`src/rtl/seven_seg_pkg.sv`:
```
// Shared constants and types for the four-digit seven-segment scanner.
// Segment bit order is a..g on [0]..[6], active-high.
package seven_seg_pkg;

  localparam int NUM_DIGITS = 4;

  typedef logic [3:0] bcd_t;
  typedef logic [6:0] seg_t;
  typedef logic [NUM_DIGITS-1:0][3:0] digits_t;

  localparam seg_t SEG_0     = 7'h3F;
  localparam seg_t SEG_1     = 7'h06;
  localparam seg_t SEG_2     = 7'h5B;
  localparam seg_t SEG_3     = 7'h4F;
  localparam seg_t SEG_4     = 7'h66;
  localparam seg_t SEG_5     = 7'h6D;
  localparam seg_t SEG_6     = 7'h7D;
  localparam seg_t SEG_7     = 7'h07;
  localparam seg_t SEG_8     = 7'h7F;
  localparam seg_t SEG_9     = 7'h6F;
  localparam seg_t SEG_DASH  = 7'h40;
  localparam seg_t SEG_BLANK = 7'h00;

  function automatic logic [NUM_DIGITS-1:0] digit_onehot(input logic [1:0] idx);
    return (NUM_DIGITS)'(1) << idx;
  endfunction

endpackage

```
`src/rtl/seven_seg_decode.sv`:
```
// Combinational BCD to seven-segment decoder; non-decimal codes show a dash.
module seven_seg_decode
  import seven_seg_pkg::*;
(
  input  logic [3:0] digit,
  output logic [6:0] seg
);

  always_comb begin
    seg = SEG_DASH;
    unique case (digit)
      4'd0:    seg = SEG_0;
      4'd1:    seg = SEG_1;
      4'd2:    seg = SEG_2;
      4'd3:    seg = SEG_3;
      4'd4:    seg = SEG_4;
      4'd5:    seg = SEG_5;
      4'd6:    seg = SEG_6;
      4'd7:    seg = SEG_7;
      4'd8:    seg = SEG_8;
      4'd9:    seg = SEG_9;
      default: seg = SEG_DASH;
    endcase
  end

endmodule

```
`src/rtl/seven_seg_scanner.sv`:
```
// Multiplexed four-digit display driver with a double-buffered value so that
// a new value only ever replaces the old one at a frame boundary.
module seven_seg_scanner
  import seven_seg_pkg::*;
#(
  parameter int REFRESH_DIV = 1000
) (
  input  logic        wb_clk_i,
  input  logic        wb_rst_i,
  input  logic        active,
  input  logic [15:0] value_i,
  input  logic        value_valid_i,
  output logic        value_ready_o,
  input  logic        blank_lz_i,
  output logic [6:0]  seg_o,
  output logic [3:0]  digit_en_o
);

  localparam int CNT_W = (REFRESH_DIV > 1) ? $clog2(REFRESH_DIV) : 1;
  localparam logic [CNT_W-1:0] CNT_LAST = CNT_W'(REFRESH_DIV - 1);

  logic [CNT_W-1:0] prescale;
  logic [1:0]       idx;
  logic             tick;
  digits_t          shadow;
  digits_t          display;
  logic             pending;
  logic             accept;
  logic             transfer;
  logic [3:0]       cur_digit;
  logic [6:0]       dec_seg;
  logic             blank_cur;

  assign tick          = active && (prescale == CNT_LAST);
  assign value_ready_o = !pending && !wb_rst_i;
  assign accept        = value_valid_i && value_ready_o;
  // Going inactive flushes any waiting value straight into the display.
  assign transfer      = pending && (!active || (tick && idx == 2'd3));

  always_ff @(posedge wb_clk_i) begin
    if (wb_rst_i || !active) begin
      prescale <= '0;
      idx      <= '0;
    end else if (tick) begin
      prescale <= '0;
      idx      <= idx + 2'd1;
    end else begin
      prescale <= prescale + CNT_W'(1);
    end
  end

  always_ff @(posedge wb_clk_i) begin
    if (wb_rst_i) begin
      shadow  <= '0;
      display <= '0;
      pending <= 1'b0;
    end else begin
      if (transfer)
        display <= shadow;
      if (accept)
        shadow <= value_i;
      if (accept)
        pending <= 1'b1;
      else if (transfer)
        pending <= 1'b0;
    end
  end

  assign cur_digit = display[idx];

  seven_seg_decode u_decode (
    .digit (cur_digit),
    .seg   (dec_seg)
  );

  // A digit is a leading zero when it and every more significant digit is 0.
  always_comb begin
    blank_cur = 1'b0;
    if (blank_lz_i && idx != 2'd0) begin
      blank_cur = 1'b1;
      for (int n = 0; n < NUM_DIGITS; n++) begin
        if (n >= int'(idx) && display[n] != 4'd0)
          blank_cur = 1'b0;
      end
    end
  end

  always_ff @(posedge wb_clk_i) begin
    if (wb_rst_i || !active) begin
      seg_o      <= SEG_BLANK;
      digit_en_o <= '0;
    end else begin
      seg_o      <= blank_cur ? SEG_BLANK : dec_seg;
      digit_en_o <= digit_onehot(idx);
    end
  end

endmodule

```
`config.mk`:
```
export PLATFORM = sky130hd
export DESIGN_NAME = seven_seg_scanner
export DESIGN_NICKNAME = d
export VERILOG_FILES = /design/src/rtl/seven_seg_pkg.sv /design/src/rtl/seven_seg_decode.sv /design/src/rtl/seven_seg_scanner.sv
export SDC_FILE = /design/constraint.sdc
export NUM_CORES = 1
export LEC_CHECK = 0
export CORE_MARGIN = 8
export CORE_UTILIZATION = 45
export CTS_BUF_LIST = sky130_fd_sc_hd__clkbuf_2
export DETAILED_ROUTE_END_ITERATION = 8
export GPL_ROUTABILITY_DRIVEN = 0
export PLACE_DENSITY = 0.63
export SETUP_SLACK_MARGIN = 0.5
export SYNTH_ARGS = -nofsm -noshare
export SYNTH_HDL_FRONTEND = slang
export SYNTH_HIERARCHICAL = 1
export SYNTH_SLANG_ARGS = --single-unit
```
`constraint.sdc`:
```
create_clock -name wb_clk_i -period 6.2 [get_ports wb_clk_i]
set_input_delay 0.93 -clock wb_clk_i [delete_from_list [all_inputs] [get_ports wb_clk_i]]
set_output_delay 0.93 -clock wb_clk_i [all_outputs]
set_load 0.02 [all_outputs]
```
Yosys cells after proc, flatten, opt, wreduce, memory -nomap -nowiden

Memory sizes are Yosys's and may differ from the RTL's. A register that Yosys moved wholly into a read port is not among the register bits.
Cells that the tools add are included.

Flip-flop bits (word level): 49
Bits in read-only memories: 112
Input bits: 21
Output and inout port bits: 12
Logic and storage cells: 53
Memories kept: 1

Add/subtract/negate cells: 2
$lt $le $gt $ge: 4
Eq/ne operators: 2
Shifts and indexed selects: 1
Mux-type cells: 9
Reductions and logical operators: 22

Memory list:

| name             | depth | width | read ports | clocked after memory_dff | wr ports | RTL line               | text |
|---|---|---|---|---|---|---|---|
| (name not given) | 16    | 7     | 1          | 1                        | 0        | seven_seg_decode.sv:11 | `unique case (digit)` |

Operator list:

| operator                                                   | number |
|---|---|
| nonzero test 4 bit                                         | 4 |
| adder 10 x 1 -> 10 bit, second input constant              | 1 |
| equality test 10 bit, second input constant                | 1 |
| logical AND 1 bit                                          | 9 |
| binary-select mux 4 bit (select 2 bit)                     | 1 |
| two-way mux 1 bit                                          | 7 |
| >= comparator 1 x 2 -> 1 bit, first input constant         | 2 |
| two-way mux 4 bit                                          | 1 |
| nonzero test 2 bit                                         | 2 |
| OR reduction 2 bit                                         | 2 |
| << shifter 1 x 2 -> 4 bit, first input constant            | 1 |
| logical NOT 1 bit                                          | 3 |
| less-than comparator 2 x 3 -> 1 bit, second input constant | 1 |
| adder 2 x 1 -> 2 bit, second input constant                | 1 |
| equality test 2 bit, second input constant                 | 1 |
| >= comparator 2 bit, first input constant                  | 1 |
| logical OR 1 bit                                           | 2 |

Logic depth before layout (Yosys ltp)

Gate-level depths: netlist (run 1).

Word-level depth: 8
Depth in mapped cells: 8
Gate-level depth less buffers: 7

Modules after synthesis

Netlist (run 1), hierarchy kept.

Modules (own cells, without submodules):

| module            | times used | cells an instance | area each (um2) | sequential area each (um2) |
|---|---|---|---|---|
| seven_seg_scanner | 1          | 235               | 2272.2          | 1121.1 |
| seven_seg_decode  | 1          | 30                | 247.7           | 0.0 |

Worst setup path before layout (run 1)

OpenSTA, ideal clock, no wires.

Kind: input to output
Start point: input port wb_rst_i
End point: output port value_ready_o
Data arrival time: 1229 ps
Required time: 5270 ps
Slack: 4041 ps
Stages: 1
Cell sequence: nor2_1

Longest elaborated chain between the ends: 2

Ends and longest elaborated chain:

| item              | RTL line                | text |
|---|---|---|
| from (decl)       | seven_seg_scanner.sv:9  | `input logic wb_rst_i,` |
| logical NOT 1 bit | seven_seg_scanner.sv:35 | `assign value_ready_o = !pending && !wb_rst_i;` |
| logical AND 1 bit | seven_seg_scanner.sv:35 |  |
| to (decl)         | seven_seg_scanner.sv:13 | `output logic value_ready_o,` |

No other way between the ends.

Worst setup path after layout (run 1)

Ends and elaborated chain as after synthesis.

==> results.txt, run 1 <==
----------------------------------------------------
[Cells and area]
  Signed area change from the synthesized netlist to the final layout ... 16.2%
  Count of nets after finishing ... 323
  Post-layout instance area ... 2930 um2
  Share of post-route cells with drive strength above 1 ... 0.0717
  Number of diodes added for antenna fixing ... 0

[Timing]
  Setup Viol. Count Final ... 0
  Worst Skew ... 0.0201 ns
  Final hold violation count ... 0
  Headroom to the max-slew limit ... 0.382
  Crit share post-route ... 0.600
  Pins over their slew limit ... 0
  Final critical-path required period ... 3.72 ns
  Transition time at the pin with the least slew margin ... 0.926 ns
  Achievable frequency ... 269 MHz
  Total negative setup slack ... 0 ns
  Unrepaired setup endpoints after global routing ... false

[Job]
  Max-cap violation count ... 0

[Critical path]
  Crit path max fanout ... 35
  Beginning of the critical path ... wb_rst_i
  Crit Reg-Reg Endpoint ... seg_o[4]
  Data arrival at the endpoint of the critical path ... 2.79 ns
  Flop2flop setup slack ... 4.06 ns
  CP Capture Type ... output port
  Worst Reg2Reg Path Length in Cells ... 7
  Required time reported for the critical path endpoint ... 5.27 ns
  Worst reg2reg path startpoint ... idx[0]
  CP Launch Type ... input port
  Kind of critical path ... input port to output port

[Run status]
  Status ... finished, final reports clean

[Placement]
  Placement-stage cell area ... 2860 um2
  DP Wirelength ... 3170 um
  IO Port Bufs ... 32

[Synthesis]
  Synthesized instance count ... 265
  Yosys top cell by area ... sky130_fd_sc_hd__dfxtp_1
  Ranking of synthesized cells by instance count ... sky130_fd_sc_hd__dfxtp_1 (56), sky130_fd_sc_hd__nand2b_1 (35), sky130_fd_sc_hd__nor2_1 (25)
  Async SR Flop Fraction ... 0
  Mapped cell area ... 2520 um2
  Register area share after synthesis ... 0.445
  Number of nets in the synthesized netlist ... 296
  Count of state elements after synthesis ... 56
  Average size of a mapped cell ... 9.51 um2
  Dominant register cell in the synthesized netlist ... sky130_fd_sc_hd__dfxtp_1
  Count leader, synth ... sky130_fd_sc_hd__dfxtp_1
  Post-synth EDFFs ... 0
  Cell types occupying the most area after synthesis ... sky130_fd_sc_hd__dfxtp_1 (44%), sky130_fd_sc_hd__nand2b_1 (8.7%), sky130_fd_sc_hd__mux2i_1 (6.8%), sky130_fd_sc_hd__ha_1 (5.0%), sky130_fd_sc_hd__nor2_1 (3.7%)
  Ys Warns ... 6
  Number of distinct library cell variants in the gate-level netlist after synthesis ... 35
  Fraction of synthesized cell area taken by the top area cell type ... 0.445

[Drt]
  DRC viols ... 0
  Antenna Violating Nets Remaining ... 0
  Vias per std cell ... 4.90
  Count of routing violations after the opening detailed-route iteration ... 73
  Detailed-routing iteration count for the pre-antenna-repair pass ... 4
  Routed length per instance ... 12.4 um
  DR vias ... 1788
  Detailed Route WL ... 4510 um

[Min path]
  Worst hold path endpoint ... display[12]
  Worst min path class ... register to register
  Min-Delay Startpoint ... shadow[12]
  Instance count along the most critical hold path ... 2

[CTS]
  Htree depth ... 2
  Number of clock buffers inserted by TritonCTS ... 5
  CTS Root Cell ... sky130_fd_sc_hd__clkbuf_2
  Resized cells post-CTS ... 0
  Total clock sinks ... 56
  Worst-path clk slew ... 0.27 ns
  Clk Latency, worst-skew pair ... 0.44 ns
  Post-CTS setup buffer count ... 0
  Number of buffers inserted by hold repair at cts ... 0
  Clock tree from TritonCTS ... yes
  Maximum number of buffers from clock root to sink ... 2

[Floorplan]
  Count of standard-cell rows ... 27
  Floorplan die area ... 8250 um2
  Die X-Extent ... 90.8 um
  Initial Util ... 0.460
  I/O Pins ... 33
  Floorplan core area ... 5470 um2
  Die Height ... 90.8 um

[Global route]
  Tot GR Track Use ... 0.118
  Wire length of the first global-routing pass ... 8110 um
  Number of global-route vias before repair ... 1769
  Initial antenna violation count ... 0
  Largest net degree at the start of global routing ... 36
  Total grt overflow ... 0

[Pwr]
  Power Dens Cells ... 213 nW/um2
  Static leakage power ... 1.19 nW
  Largest vdd supply drop ... 106 uV

----------------------------------------------------
## registers in the layout, indices dropped and copies added, names as in the netlist
name and cells:
prescale 10, idx 2, shadow 16, seg_o 7
digit_en_o 4, display 16, pending 1
## routing by layer
metal	routed length [um]	global-route usage	vias up
met5	0	0	-
met4	63	0.0409	0
met3	154	0.0374	5
met2	2070	0.197	25
met1	2230	0.139	824
li1	-	-	934
## stage by stage
stage                     power [mW]  setup WS, ns  cells  hold WS (ns)   util
after floorplan                0.424          4.04    265         0.430      -
after global placement         0.449          2.45    357         0.448  0.523
final                          0.622          2.48    365         0.496  0.535
after detailed placement       0.450          2.46    357         0.457  0.523
after global routing           0.657          2.27    365         0.522  0.535
after CTS                      0.630          2.44    365         0.503  0.535
## layout by cell type, fill, tap and decap left out
| cell type | netlist | layout |
|---|---|---|
| sky130_fd_sc_hd__bufinv_16 | 0 | 1 |
| sky130_fd_sc_hd__nand2_4 | 1 | 1 |
| sky130_fd_sc_hd__ha_1 | 10 | 10 |
| sky130_fd_sc_hd__clkbuf_2 | 0 | 6 |
| sky130_fd_sc_hd__nand2_1 | 23 | 23 |
| sky130_fd_sc_hd__o21ai_0 | 18 | 18 |
| sky130_fd_sc_hd__a31o_2 | 1 | 1 |
| sky130_fd_sc_hd__dfxtp_1 | 56 | 56 |
| sky130_fd_sc_hd__mux2_2 | 1 | 1 |
| sky130_fd_sc_hd__mux4_2 | 4 | 4 |
| sky130_fd_sc_hd__o41ai_4 | 1 | 1 |
| sky130_fd_sc_hd__xnor2_1 | 5 | 5 |
| sky130_fd_sc_hd__nand3b_1 | 1 | 1 |
| sky130_fd_sc_hd__and2_1 | 1 | 1 |
| sky130_fd_sc_hd__inv_1 | 16 | 16 |
| sky130_fd_sc_hd__o211ai_1 | 2 | 2 |
| sky130_fd_sc_hd__xor2_1 | 2 | 2 |
| sky130_fd_sc_hd__nor4_1 | 3 | 3 |
| sky130_fd_sc_hd__nand3_1 | 6 | 6 |
| sky130_fd_sc_hd__o221a_2 | 1 | 1 |
| sky130_fd_sc_hd__nand4bb_4 | 1 | 1 |
| sky130_fd_sc_hd__clkinv_2 | 0 | 1 |
| sky130_fd_sc_hd__a21o_1 | 2 | 2 |
| sky130_fd_sc_hd__o21ai_1 | 1 | 1 |
| sky130_fd_sc_hd__o32ai_2 | 1 | 1 |
| sky130_fd_sc_hd__and2b_1 | 1 | 1 |
| sky130_fd_sc_hd__a22oi_2 | 1 | 1 |
| sky130_fd_sc_hd__nand2b_1 | 35 | 35 |
| sky130_fd_sc_hd__o31a_1 | 1 | 1 |
| sky130_fd_sc_hd__clkdlybuf4s50_1 | 0 | 32 |
| sky130_fd_sc_hd__or2_4 | 1 | 1 |
| sky130_fd_sc_hd__o22ai_1 | 3 | 3 |
| sky130_fd_sc_hd__mux2i_1 | 17 | 17 |
| sky130_fd_sc_hd__nor3_1 | 6 | 6 |
| sky130_fd_sc_hd__nor2_1 | 25 | 25 |
| sky130_fd_sc_hd__nor2b_1 | 5 | 5 |
| sky130_fd_sc_hd__and3_1 | 1 | 1 |
## worst max-delay path, stage by stage
cell and delay (ns):
sky130_fd_sc_hd__clkdlybuf4s50_1 0.89, sky130_fd_sc_hd__nor2_1 0.31, sky130_fd_sc_hd__clkdlybuf4s50_1 0.65
## worst max path at each step
stage,to,slack (ns),depth (start not counted)
after global placement,value_ready_o,2.45,3
after CTS,value_ready_o,2.44,3
after global routing,value_ready_o,2.27,3
after floorplan,value_ready_o,4.04,1
final,value_ready_o,2.48,3
after detailed placement,value_ready_o,2.46,3
## report_power, final
| group | internal [mW] | switching (mW) |
|---|---|---|
| combinational | 0.0329 | 0.0291 |
| sequential | 0.375 | 0.00525 |
| clock | 0.0692 | 0.111 |
## kinds of logic (layout without fill, tap and decap cells)
family / after synthesis / count (layout) / synth area share
AOI/OAI and AO/OA: 32 / 32 / 0.0909
xor gates and xnor gates: 7 / 7 / 0.0243
adders and majority gates: 10 / 10 / 0.0497
buffers and inverters: 28 / 56 / 0.0506
DFF: 56 / 56 / 0.445
muxes: 22 / 22 / 0.108
and+or+nand+nor: 110 / 110 / 0.232
## cell type report
class                           instances  area, um2
Clock buffer                            6       30.0
Inverter                               16       60.1
Fill cell                             511       2540
Timing Repair Buffer                   32        320
Tap cell                               72       90.1
Sequential cell                        56       1120
Clock inverter                          2       35.0
Multi-Input combinational cell        181       1270
No activity file was read; power rests on OpenSTA's default activity.
==> run 2, diff against run 1 <==
Settings changed: PLACE_DENSITY 0.63 to 0.66.
Clock period 6.2 ns to 3 ns, I/O delays scaled along.
==> results.txt, run 2 (synthesis gave the netlist of run 1 again) <==
----------------------------------------------------
[Run status]
  Status ... finished, final reports clean

[Cells and area]
  Final cell utilization of the core ... 0.540
  Count of nets after finishing ... 326
  Leading cell types in the layout, fill and taps excluded ... sky130_fd_sc_hd__dfxtp_1 (56), sky130_fd_sc_hd__nand2b_1 (35), sky130_fd_sc_hd__clkdlybuf4s50_1 (32), sky130_fd_sc_hd__nor2_1 (25), sky130_fd_sc_hd__nand2_1 (23)
  Number of diodes added for antenna fixing ... 0
  Layout filler cell count ... 521
  Signed area change from the synthesized netlist to the final layout ... 17.3%
  Most common library cell in the layout ignoring fill and taps ... sky130_fd_sc_hd__dfxtp_1
  Largest registers ... display x16, shadow x16, prescale x10
  Share of post-route cells with drive strength above 1 ... 0.0811
  Post-layout instance area ... 2960 um2

[Placement]
  DP Wirelength ... 3200 um
  Placement-stage cell area ... 2890 um2
  IO Port Bufs ... 32

[Floorplan]
  Floorplan die area ... 8250 um2
  Die X-Extent ... 90.8 um
  Die Height ... 90.8 um
  Floorplan core area ... 5470 um2
  Count of standard-cell rows ... 27
  Initial Util ... 0.460
  I/O Pins ... 33

[Drt]
  Antenna Violating Nets Remaining ... 0
  Routed length per instance ... 11.8 um
  Count of routing violations after the opening detailed-route iteration ... 83
  Detailed-routing iteration count for the pre-antenna-repair pass ... 4
  DR vias ... 1773
  DRC viols ... 0
  Detailed Route WL ... 4360 um
  Vias per std cell ... 4.82

[Pwr]
  Final total power ... 1.29 mW
  Largest vdd supply drop ... 181 uV
  Power Dens Cells ... 438 nW/um2
  Static leakage power ... 1.20 nW

[Timing]
  Headroom to the max-slew limit ... 0.629
  Worst-case hold slack ... 0.492 ns
  Total negative setup slack ... 0 ns
  Final critical-path required period ... 2.18 ns
  Crit share post-route ... 0.726
  Pins over their slew limit ... 0
  Transition time at the pin with the least slew margin ... 0.555 ns
  Unrepaired setup endpoints after global routing ... false
  Setup Viol. Count Final ... 0
  Final hold violation count ... 0
  Worst Skew ... 0.0191 ns
  Achievable frequency ... 459 MHz

[Critical path]
  Data arrival at the endpoint of the critical path ... 1.73 ns
  Kind of critical path ... input port to output port
  CP Capture Type ... output port
  Crit path max fanout ... 4
  CP Launch Type ... input port
  Required time reported for the critical path endpoint ... 2.55 ns

[CTS]
  Clock tree from TritonCTS ... yes
  Worst-path clk slew ... 0.28 ns
  CTS Root Cell ... sky130_fd_sc_hd__clkbuf_2
  Number of buffers inserted by hold repair at cts ... 0
  Resized cells post-CTS ... 0
  Clk Latency, worst-skew pair ... 0.45 ns
  Maximum number of buffers from clock root to sink ... 2
  Total clock sinks ... 56
  Number of clock buffers inserted by TritonCTS ... 5
  Htree depth ... 2
  Post-CTS setup buffer count ... 0

[Min path]
  Worst min path class ... register to register

[Global route]
  Tot GR Track Use ... 0.109
  Number of global-route vias before repair ... 1719
  Initial antenna violation count ... 0
  Wire length of the first global-routing pass ... 7650 um
  Largest net degree at the start of global routing ... 34
  Total grt overflow ... 0

[Job]
  Max-cap violation count ... 0

----------------------------------------------------
## run 2: cell types whose count changed in the layout (fill, tap and decap cells not counted)
cell,delta
sky130_fd_sc_hd__clkbuf_2,-1
sky130_fd_sc_hd__clkinvlp_4,+1
sky130_fd_sc_hd__clkinv_2,-1
sky130_fd_sc_hd__inv_6,+1
sky130_fd_sc_hd__buf_4,+3
## run 2: area by class of cell
type / count / area [um2] / area share
multi-input combinational: 181 / 1270 / 0.430
sequential: 56 / 1120 / 0.379
timing repair buffer: 35 / 343 / 0.116
tap: 72 / 90.1 / 0.0305
inverter: 16 / 60.1 / 0.0203
clock inverter: 3 / 46.3 / 0.0157
clock buffer: 5 / 25.0 / 0.00846
## run 2: power breakdown
part	internal (mW)	switching, mW	leakage (nW)	total (mW)
clock network	0.143	0.236	0.0396	0.379
registers	0.775	0.0109	0.457	0.786
logic	0.0700	0.0595	0.705	0.129
total	0.988	0.306	1.20	1.29
## run 2: metal layers
metal / global-route usage / part of all wire
met1: 0.133 / 0.49
met2: 0.175 / 0.45
met3: 0.0308 / 0.047
met4: 0.0450 / 0.016
met5: 0 / 0
## run 2: through the flow
stage,setup slack [ns],std cells
floorplan,0.938,265
global placement,0.767,360
detailed placement,0.726,360
CTS,0.787,368
global route,0.675,368
finish,0.823,368
## run 2: critical path: stages
cell                              delay (ns)
sky130_fd_sc_hd__clkdlybuf4s50_1        0.47
sky130_fd_sc_hd__nor2_1                 0.17
sky130_fd_sc_hd__clkdlybuf4s50_1        0.63
## run 2: worst paths after layout
kind / cells after the start / endpoint / slack (ns) / start
setup / recovery: 3 / value_ready_o / 0.82 / wb_rst_i
setup reg to reg: 7 / seg_o[4] / 0.87 / idx[0]
hold reg to reg: 2 / display[12] / 0.49 / shadow[12]
hold / removal: 2 / display[12] / 0.49 / shadow[12]
